## config.mk

```make
export PLATFORM = sky130hd
export DESIGN_NAME = pipe_hazard_ctrl_flat
export DESIGN_NICKNAME = d
export VERILOG_FILES = /design/src/rtl/pipe_ctrl_pkg.sv /design/src/rtl/pipe_hazard_ctrl_if.sv /design/src/rtl/hazard_scoreboard.sv /design/src/rtl/pipe_hazard_ctrl.sv /design/src/flat_wrapper.sv
export SDC_FILE = /design/constraint.sdc
export NUM_CORES = 1
export LEC_CHECK = 0
export CAP_MARGIN = 20
export CELL_PAD_IN_SITES_DETAIL_PLACEMENT = 0
export CELL_PAD_IN_SITES_GLOBAL_PLACEMENT = 1
export CORE_MARGIN = 8
export CORE_UTILIZATION = 36
export CTS_BUF_LIST = sky130_fd_sc_hd__clkbuf_4 sky130_fd_sc_hd__clkbuf_8
export CTS_CLUSTER_DIAMETER = 60
export CTS_CLUSTER_SIZE = 10
export DETAILED_ROUTE_END_ITERATION = 7
export PLACE_DENSITY = 0.88
export SYNTH_ARGS = -nofsm -noshare
export SYNTH_HDL_FRONTEND = slang
export SYNTH_SLANG_ARGS = --single-unit
```

## constraint.sdc

```tcl
create_clock -name clock -period 1.7 [get_ports clock]
set_input_delay 0.17 -clock clock [delete_from_list [all_inputs] [get_ports clock]]
set_output_delay 0.17 -clock clock [all_outputs]
set_load 0.05 [all_outputs]
```

## src/rtl/pipe_ctrl_pkg.sv

```systemverilog
// rtl/pipe_ctrl_pkg.sv - shared types and helpers for the pipeline hazard controller
// Contents:
//   state_t     controller action taken last cycle (RUN/STALL/FLUSH)
//   sb_entry_t  scoreboard entry {v, rd}; an entry naming $0 is never valid
//   REG_ZERO    architectural $0
//   SB_INVALID  empty scoreboard entry
//   sb_make     builds an entry, forcing v=0 for $0 destinations
//   sb_hit      true when an entry is valid and names the given register
package pipe_ctrl_pkg;

   typedef enum logic [1:0] {
      RUN   = 2'd0,
      STALL = 2'd1,
      FLUSH = 2'd2
   } state_t;

   typedef struct packed {
      logic       v;
      logic [4:0] rd;
   } sb_entry_t;

   localparam logic [4:0] REG_ZERO   = 5'd0;
   localparam sb_entry_t  SB_INVALID = '{v: 1'b0, rd: REG_ZERO};

   function automatic sb_entry_t sb_make(input logic v, input logic [4:0] r);
      sb_entry_t e;
      e.v  = v & (r != REG_ZERO);
      e.rd = r;
      return e;
   endfunction

   function automatic logic sb_hit(input sb_entry_t e, input logic [4:0] r);
      return e.v && (e.rd == r);
   endfunction

endpackage

```

## src/rtl/pipe_hazard_ctrl_if.sv

```systemverilog
// rtl/pipe_hazard_ctrl_if.sv - ID/MEM status in, pipeline control out
// Signals:
//   ID slot  : id_valid, id_rs, id_rt, id_use_rs, id_use_rt, id_wr_en, id_wr_reg
//   MEM slot : mem_br_taken
//   control  : pc_hold, ifid_hold, idex_bubble, flush_ifid, flush_idex, flush_exmem
//   status   : state, stall_err, stall_cnt, flush_cnt
// Modports:
//   master   datapath side (drives ID/MEM status, receives control)
//   slave    hazard controller side
interface pipe_hazard_ctrl_if #(
   parameter int CNT_W = 16
);
   import pipe_ctrl_pkg::*;

   logic             id_valid;
   logic [4:0]       id_rs;
   logic [4:0]       id_rt;
   logic             id_use_rs;
   logic             id_use_rt;
   logic             id_wr_en;
   logic [4:0]       id_wr_reg;
   logic             mem_br_taken;

   logic             pc_hold;
   logic             ifid_hold;
   logic             idex_bubble;
   logic             flush_ifid;
   logic             flush_idex;
   logic             flush_exmem;
   state_t           state;
   logic             stall_err;
   logic [CNT_W-1:0] stall_cnt;
   logic [CNT_W-1:0] flush_cnt;

   modport master (
      output id_valid, id_rs, id_rt, id_use_rs, id_use_rt, id_wr_en, id_wr_reg,
             mem_br_taken,
      input  pc_hold, ifid_hold, idex_bubble, flush_ifid, flush_idex, flush_exmem,
             state, stall_err, stall_cnt, flush_cnt
   );

   modport slave (
      input  id_valid, id_rs, id_rt, id_use_rs, id_use_rt, id_wr_en, id_wr_reg,
             mem_br_taken,
      output pc_hold, ifid_hold, idex_bubble, flush_ifid, flush_idex, flush_exmem,
             state, stall_err, stall_cnt, flush_cnt
   );

endinterface

```

## src/rtl/hazard_scoreboard.sv

```systemverilog
// rtl/hazard_scoreboard.sv - 3-entry in-flight destination tracker (EX/MEM/WB)
// Ports:
//   clock, reset_n  negedge clock, async active-low reset
//   i_kill_ex       load an invalid entry into EX (bubble, stall or flush)
//   i_kill_mem      invalidate the entry moving EX->MEM (taken-branch flush)
//   i_wr_en         ID instruction writes a register
//   i_wr_reg        ID destination register
//   i_rs, i_rt      ID source registers to look up
//   o_match_rs/rt   source register is written by an in-flight instruction
module hazard_scoreboard
   import pipe_ctrl_pkg::*;
#(
   parameter bit WB_HAZARD = 1'b1
)
(
   input  logic       clock,
   input  logic       reset_n,
   input  logic       i_kill_ex,
   input  logic       i_kill_mem,
   input  logic       i_wr_en,
   input  logic [4:0] i_wr_reg,
   input  logic [4:0] i_rs,
   input  logic [4:0] i_rt,
   output logic       o_match_rs,
   output logic       o_match_rt
);

   sb_entry_t r_sb_ex;
   sb_entry_t r_sb_mem;
   sb_entry_t r_sb_wb;

   // Entries shift along with the datapath on the same edge it uses.
   always_ff @(negedge clock or negedge reset_n) begin
      if (!reset_n) begin
         r_sb_ex  <= SB_INVALID;
         r_sb_mem <= SB_INVALID;
         r_sb_wb  <= SB_INVALID;
      end else begin
         r_sb_wb  <= r_sb_mem;
         r_sb_mem <= i_kill_mem ? SB_INVALID : r_sb_ex;
         r_sb_ex  <= i_kill_ex  ? SB_INVALID : sb_make(i_wr_en, i_wr_reg);
      end
   end

   // The regfile is written on the same edge ID reads it, so a WB writer
   // still counts as a hazard unless the regfile forwards internally.
   assign o_match_rs = sb_hit(r_sb_ex, i_rs) | sb_hit(r_sb_mem, i_rs)
                     | (WB_HAZARD & sb_hit(r_sb_wb, i_rs));
   assign o_match_rt = sb_hit(r_sb_ex, i_rt) | sb_hit(r_sb_mem, i_rt)
                     | (WB_HAZARD & sb_hit(r_sb_wb, i_rt));

endmodule

```

## src/rtl/pipe_hazard_ctrl.sv

```systemverilog
// rtl/pipe_hazard_ctrl.sv - RAW stall and taken-branch flush control for a 5-stage pipeline
// Ports:
//   clock    pipeline clock; state updates on negedge like the datapath
//   reset_n  asynchronous active-low reset
//   bus      pipe_hazard_ctrl_if.slave (ID/MEM status in, hold/bubble/flush out,
//            state, sticky stall_err, saturating stall_cnt/flush_cnt)
module pipe_hazard_ctrl
   import pipe_ctrl_pkg::*;
#(
   parameter bit WB_HAZARD = 1'b1,
   parameter int MAX_STALL = 3,
   parameter int CNT_W     = 16
)
(
   input  logic                clock,
   input  logic                reset_n,
   pipe_hazard_ctrl_if.slave   bus
);

   localparam int               RUN_W   = (MAX_STALL < 1) ? 1 : $clog2(MAX_STALL + 1);
   localparam logic [RUN_W-1:0] RUN_MAX = RUN_W'(MAX_STALL);

   logic             w_match_rs;
   logic             w_match_rt;
   logic             w_haz;
   logic             w_flush;
   logic             w_stall;
   state_t           w_state_next;

   state_t           r_state;
   logic [RUN_W-1:0] r_run;
   logic             r_stall_err;
   logic [CNT_W-1:0] r_stall_cnt;
   logic [CNT_W-1:0] r_flush_cnt;

   hazard_scoreboard #(
      .WB_HAZARD (WB_HAZARD)
   ) u_sb (
      .clock      (clock),
      .reset_n    (reset_n),
      .i_kill_ex  (w_flush | w_haz | ~bus.id_valid),
      .i_kill_mem (w_flush),
      .i_wr_en    (bus.id_wr_en),
      .i_wr_reg   (bus.id_wr_reg),
      .i_rs       (bus.id_rs),
      .i_rt       (bus.id_rt),
      .o_match_rs (w_match_rs),
      .o_match_rt (w_match_rt)
   );

   assign w_haz = bus.id_valid &
                  ((bus.id_use_rs & (bus.id_rs != REG_ZERO) & w_match_rs) |
                   (bus.id_use_rt & (bus.id_rt != REG_ZERO) & w_match_rt));
   assign w_flush = bus.mem_br_taken;
   // A taken branch squashes the stalled ID instruction, so the stall is dropped.
   assign w_stall = w_haz & ~w_flush;

   // Control outputs are forced low while reset is asserted.
   assign bus.pc_hold     = reset_n & w_stall;
   assign bus.ifid_hold   = reset_n & w_stall;
   assign bus.idex_bubble = reset_n & w_stall;
   assign bus.flush_ifid  = reset_n & w_flush;
   assign bus.flush_idex  = reset_n & w_flush;
   assign bus.flush_exmem = reset_n & w_flush;

   assign bus.state     = r_state;
   assign bus.stall_err = r_stall_err;
   assign bus.stall_cnt = r_stall_cnt;
   assign bus.flush_cnt = r_flush_cnt;

   always_comb begin
      w_state_next = RUN;
      if (w_flush) begin
         w_state_next = FLUSH;
      end else if (w_haz) begin
         w_state_next = STALL;
      end
   end

   always_ff @(negedge clock or negedge reset_n) begin
      if (!reset_n) begin
         r_state <= RUN;
      end else begin
         r_state <= w_state_next;
      end
   end

   // r_run saturates at MAX_STALL; one more stall cycle from there is the error.
   always_ff @(negedge clock or negedge reset_n) begin
      if (!reset_n) begin
         r_run       <= '0;
         r_stall_err <= 1'b0;
      end else if (w_stall) begin
         if (r_run == RUN_MAX) begin
            r_stall_err <= 1'b1;
         end else begin
            r_run <= r_run + RUN_W'(1);
         end
      end else begin
         r_run <= '0;
      end
   end

   always_ff @(negedge clock or negedge reset_n) begin
      if (!reset_n) begin
         r_stall_cnt <= '0;
         r_flush_cnt <= '0;
      end else begin
         if (w_stall && (r_stall_cnt != '1)) begin
            r_stall_cnt <= r_stall_cnt + CNT_W'(1);
         end
         if (w_flush && (r_flush_cnt != '1)) begin
            r_flush_cnt <= r_flush_cnt + CNT_W'(1);
         end
      end
   end

endmodule

```

## src/flat_wrapper.sv

```systemverilog
// flat-port wrapper written by rule: the top's interface ports become plain ports
module pipe_hazard_ctrl_flat import pipe_ctrl_pkg::*;
#(
   parameter bit WB_HAZARD = 1'b1,
   parameter int MAX_STALL = 3,
   parameter int CNT_W     = 16
)
  (clock, reset_n, bus_id_valid, bus_id_rs, bus_id_rt, bus_id_use_rs, bus_id_use_rt, bus_id_wr_en, bus_id_wr_reg, bus_mem_br_taken, bus_pc_hold, bus_ifid_hold, bus_idex_bubble, bus_flush_ifid, bus_flush_idex, bus_flush_exmem, bus_state, bus_stall_err, bus_stall_cnt, bus_flush_cnt);
  pipe_hazard_ctrl_if #(.CNT_W(CNT_W)) bus_i ();
  input  logic clock;
  input  logic reset_n;
  input wire logic [$bits(bus_i.id_valid)-1:0] bus_id_valid;
  input wire logic [$bits(bus_i.id_rs)-1:0] bus_id_rs;
  input wire logic [$bits(bus_i.id_rt)-1:0] bus_id_rt;
  input wire logic [$bits(bus_i.id_use_rs)-1:0] bus_id_use_rs;
  input wire logic [$bits(bus_i.id_use_rt)-1:0] bus_id_use_rt;
  input wire logic [$bits(bus_i.id_wr_en)-1:0] bus_id_wr_en;
  input wire logic [$bits(bus_i.id_wr_reg)-1:0] bus_id_wr_reg;
  input wire logic [$bits(bus_i.mem_br_taken)-1:0] bus_mem_br_taken;
  output wire logic [$bits(bus_i.pc_hold)-1:0] bus_pc_hold;
  output wire logic [$bits(bus_i.ifid_hold)-1:0] bus_ifid_hold;
  output wire logic [$bits(bus_i.idex_bubble)-1:0] bus_idex_bubble;
  output wire logic [$bits(bus_i.flush_ifid)-1:0] bus_flush_ifid;
  output wire logic [$bits(bus_i.flush_idex)-1:0] bus_flush_idex;
  output wire logic [$bits(bus_i.flush_exmem)-1:0] bus_flush_exmem;
  output wire logic [$bits(bus_i.state)-1:0] bus_state;
  output wire logic [$bits(bus_i.stall_err)-1:0] bus_stall_err;
  output wire logic [$bits(bus_i.stall_cnt)-1:0] bus_stall_cnt;
  output wire logic [$bits(bus_i.flush_cnt)-1:0] bus_flush_cnt;
  assign bus_i.id_valid = bus_id_valid;
  assign bus_i.id_rs = bus_id_rs;
  assign bus_i.id_rt = bus_id_rt;
  assign bus_i.id_use_rs = bus_id_use_rs;
  assign bus_i.id_use_rt = bus_id_use_rt;
  assign bus_i.id_wr_en = bus_id_wr_en;
  assign bus_i.id_wr_reg = bus_id_wr_reg;
  assign bus_i.mem_br_taken = bus_mem_br_taken;
  assign bus_pc_hold = bus_i.pc_hold;
  assign bus_ifid_hold = bus_i.ifid_hold;
  assign bus_idex_bubble = bus_i.idex_bubble;
  assign bus_flush_ifid = bus_i.flush_ifid;
  assign bus_flush_idex = bus_i.flush_idex;
  assign bus_flush_exmem = bus_i.flush_exmem;
  assign bus_state = bus_i.state;
  assign bus_stall_err = bus_i.stall_err;
  assign bus_stall_cnt = bus_i.stall_cnt;
  assign bus_flush_cnt = bus_i.flush_cnt;
  pipe_hazard_ctrl #(.WB_HAZARD(WB_HAZARD), .MAX_STALL(MAX_STALL), .CNT_W(CNT_W)) u_core (.clock(clock), .reset_n(reset_n), .bus(bus_i));
endmodule
```

==> flow_metrics.py <==
metrics = {
    "sta": {
        "finClkSkew_ps": 6.536,
        "setup_viol": 78,
        "tns_ps": -37080,
        "rsz0062_at_grt": "yes",
        "max_slew_margin_pct": 79.57,
        "setup_ws_ps": -1479,
        "whs_ps": 364.4,
        "slew_violations": 0,
        "tightestPinTransition_ps": 306.2,
        "finalHoldViolations": 0,
    },
    "clock_network": {
        "cts_buffers": 5,
        "cts_tree": "yes",
        "clock_path_buffers": 2,
        "cts_sinks": 55,
        "cts_hold_buffers": 0,
        "cts.htree.levels": 2,
        "cts_root_buf": "clkbuf_8",
        "clk_pin_slew_ps": 60,
        "clkLatencyLatePin_ps": 300,
    },
    "power": {
        "vdd_drop_max_v": 0.001253,
        "total_power_mw": 3.962,
        "p_leak_nw": 2.485,
        "p_per_area_nw_per_um2": 771.6,
    },
    "min_path": {
        "hold_class": "flop to flop",
    },
    "drt": {
        "ant_nets": 0,
        "vias_per_cell": 4.738,
        "drt_iter0_drc": 56,
        "drt_first_pass_iters": 4,
        "dr_total_vias": 2440,
        "wl_per_cell_um": 16.77,
        "drcViolationCount": 0,
        "wirelength_mm": 8.634,
    },
    "yosys": {
        "ys_warn_count": 0,
        "yosys.area.top_type": "dfrtn_1",
        "synth_top_family_by_area": "XOR/XNOR gates",
        "synthCells": 227,
        "syn_area_um2": 2605,
        "synth_fp_nets": 252,
        "synth_compound_area_share_pct": 3.458,
        "syn_avg_cell_area_um2": 11.48,
        "netlist.area_leader.share_pct": 52.83,
        "yosys-top-cells-area": "dfrtn_1, xor2_1, xnor2_1",
        "yosysSeqAreaShare_pct": 52.83,
        "synthMuxAreaShare_pct": 1.681,
        "synth_seq_cells": 55,
        "synth-simple-area-share_pct": 18.40,
        "synthXorXnorAreaFrac_pct": 20.17,
        "synth_cell_types": 34,
        "synthAdderAreaFrac_pct": 1.441,
    },
    "worst_setup_path": {
        "r2r_start": "u_core.u_sb.r_sb_ex[4]",
        "reg2reg_setup_slack_ps": -560,
        "r2r-end": "u_core.bus.stall_cnt[5]",
        "crit_arrival_ps": 3010,
        "path_class": "flop to output port",
        "reg2reg_depth": 11,
        "endpoint_kind": "output port",
        "worst_setup_path_start_kind": "flop",
        "worstPathMaxFanout": 3,
        "worstPathRequired_ps": 1530,
        "critPathCapture": "bus_idex_bubble",
        "cp-startpoint": "u_core.u_sb.r_sb_ex[4]",
    },
    "layout": {
        "antenna_cells": 0,
        "synthToLayoutAreaGrowth_pct": 97.12,
        "drive_gt1_share_pct": 56.97,
        "nets": 440,
        "fillCellCount": 501,
    },
    "global_route": {
        "track_usage_pct": 15.95,
        "grt_pass1_vias": 2630,
        "grt_pass1_wl_mm": 12.90,
        "antenna_found_initial": 0,
        "grt_start_max_net_pins": 36,
        "grt_overflow_total": 0,
    },
    "place": {
        "dp_slack_ps": -1533,
        "gp_congestion": 0.9439,
        "port_buffers": 62,
        "dpl.hpwl_mm": 5.295,
    },
    "floorplanning": {
        "start_util_pct": 36.50,
        "fp.coreArea_um2": 7137,
        "ios": 63,
        "fp.dieArea_um2": 10210,
        "die_x_um": 101.1,
        "rows": 31,
        "die_height_um": 101.1,
    },
    "outcome": {
        "violations": "setup timing",
        "status": "complete, but fails checks",
    },
    "job": {
        "drv_cap": 0,
    },
}
## synth_stat cells
library cell  instances
a21o_2                1
o21ai_1               1
a21o_1                1
and3_1                6
dfrtn_1              55
and2_1                8
and3_2                1
mux2i_1               1
a21oi_4               1
nor2b_1               6
xor2_1               31
nor3_2                1
o21ai_0               2
nor4_1                5
nor4_2                1
or3_1                 1
or4_1                 2
nand2_1              12
o21a_1                1
or2b_2                1
ha_1                  3
and4_1                3
nand3_1              24
inv_1                 3
a211oi_1              1
xnor2_1              29
o311a_1               1
a31o_2                2
buf_4                 4
nor2_1                9
nand2b_1              1
mux2_2                3
nand4_1               5
buf_6                 1
## cell usage in the layout (no fill, tap or decap), types with 2 or more instances in the layout
| cell | netlist | final |
|---|---|---|
| nor2b_1 | 6 | 6 |
| mux2_4 | 0 | 2 |
| nor2_4 | 0 | 2 |
| and4_1 | 3 | 3 |
| nand3_1 | 24 | 12 |
| nand3_2 | 0 | 7 |
| nor2_1 | 9 | 3 |
| nand2_1 | 12 | 5 |
| buf_6 | 1 | 35 |
| buf_4 | 4 | 92 |
| clkbuf_8 | 0 | 6 |
| and2_1 | 8 | 7 |
| clkdlybuf4s50_1 | 0 | 9 |
| nand4_1 | 5 | 5 |
| nand2_2 | 0 | 5 |
| inv_1 | 3 | 2 |
| xnor2_1 | 29 | 24 |
| nor4_2 | 1 | 2 |
| buf_12 | 0 | 42 |
| ha_1 | 3 | 2 |
| xnor2_2 | 0 | 5 |
| nand2_4 | 0 | 2 |
| nor4_1 | 5 | 4 |
| buf_2 | 0 | 6 |
| nor2_2 | 0 | 4 |
| or4_1 | 2 | 2 |
| xor2_1 | 31 | 31 |
| nand3_4 | 0 | 5 |
| and3_4 | 0 | 2 |
| dfrtn_1 | 55 | 55 |
| and3_1 | 6 | 4 |
## logic make-up after synthesis
group,count (synthesis)
DFF,55
and+or+nand+nor,86
AOI/OAI and AO/OA,11
adders and majority gates,3
muxes,4
buffers and inverters,8
xor gates and xnor gates,60
## registers in the layout, summed over array words and instances, names as in the netlist
signal                flops
u_core.u_sb.r_sb_wb       6
u_core.bus.stall_cnt     16
u_core.u_sb.r_sb_ex       6
u_core.r_run              2
u_core.bus.flush_cnt     16
u_core.bus.stall_err      1
u_core.bus.state          2
u_core.u_sb.r_sb_mem      6
## area by class of cell
class	instances	area, um^2	share of cell area (%)
sequential	55	1376	26.80
tap	99	123.9	2.412
timing repair buffer	186	2072	40.35
multi-input combinational	164	1453	28.29
clock buffer	7	90.09	1.754
clock inverter	1	8.758	0.1706
inverter	3	11.26	0.2193
## through the flow
step	instances	area, um^2	util [%]
2_1_floorplan	227	2675	-
3_3_place_gp	443	4232	59.29
3_5_place_dp	443	4232	59.29
4_1_cts	490	4807	67.36
5_1_grt	515	5135	71.95
6_report	515	5135	71.95
## report_power, final
group / total (mW) / switching [mW] / leakage (nW) / internal, mW
Combinational: 1.67 / 0.764 / 1.69 / 0.904
Sequential: 1.53 / 0.106 / 0.748 / 1.42
Clock: 0.768 / 0.417 / 0.0519 / 0.351
## critical path, stage by stage (launching register included)
cell	delay [ps]
dfrtn_1	390
xor2_1	180
nor4_1	260
nand3_1	110
a31o_2	280
buf_6	120
nand2_4	70
nand2b_4	60
inv_2	60
and2_4	190
buf_12	140
## worst min path at each step
stage | start | end | slack, ps | depth (start not counted)
finish | u_core.u_sb.r_sb_mem[5] | u_core.u_sb.r_sb_wb[5] | 360 | 0
floorplan | u_core.u_sb.r_sb_mem[5] | u_core.u_sb.r_sb_wb[5] | 330 | 0
CTS | u_core.u_sb.r_sb_mem[5] | u_core.u_sb.r_sb_wb[5] | 370 | 0
global route | u_core.u_sb.r_sb_mem[5] | u_core.u_sb.r_sb_wb[5] | 390 | 0
detailed placement | u_core.u_sb.r_sb_mem[5] | u_core.u_sb.r_sb_wb[5] | 370 | 0
global placement | u_core.u_sb.r_sb_mem[5] | u_core.u_sb.r_sb_wb[5] | 360 | 0
## per-layer routing
metal / GRT usage [%] / routed length, um / vias to the layer above
met5: 0 / 0 / -
met4: 4.009 / 78 / 0
met3: 3.798 / 364 / 8
met1: 17.36 / 3392 / 1240
li1: - / - / 1146
met2: 29.91 / 4799 / 46
## what timing repair did
action / CTS / global route
setup buffers: 38 / 28
pin swaps: 25 / 26
cloned: 1 / 0
endpoints found under the setup margin: 84 / 79
gates resized for setup: 97 / 31
Power figures use the tool's default switching activity.
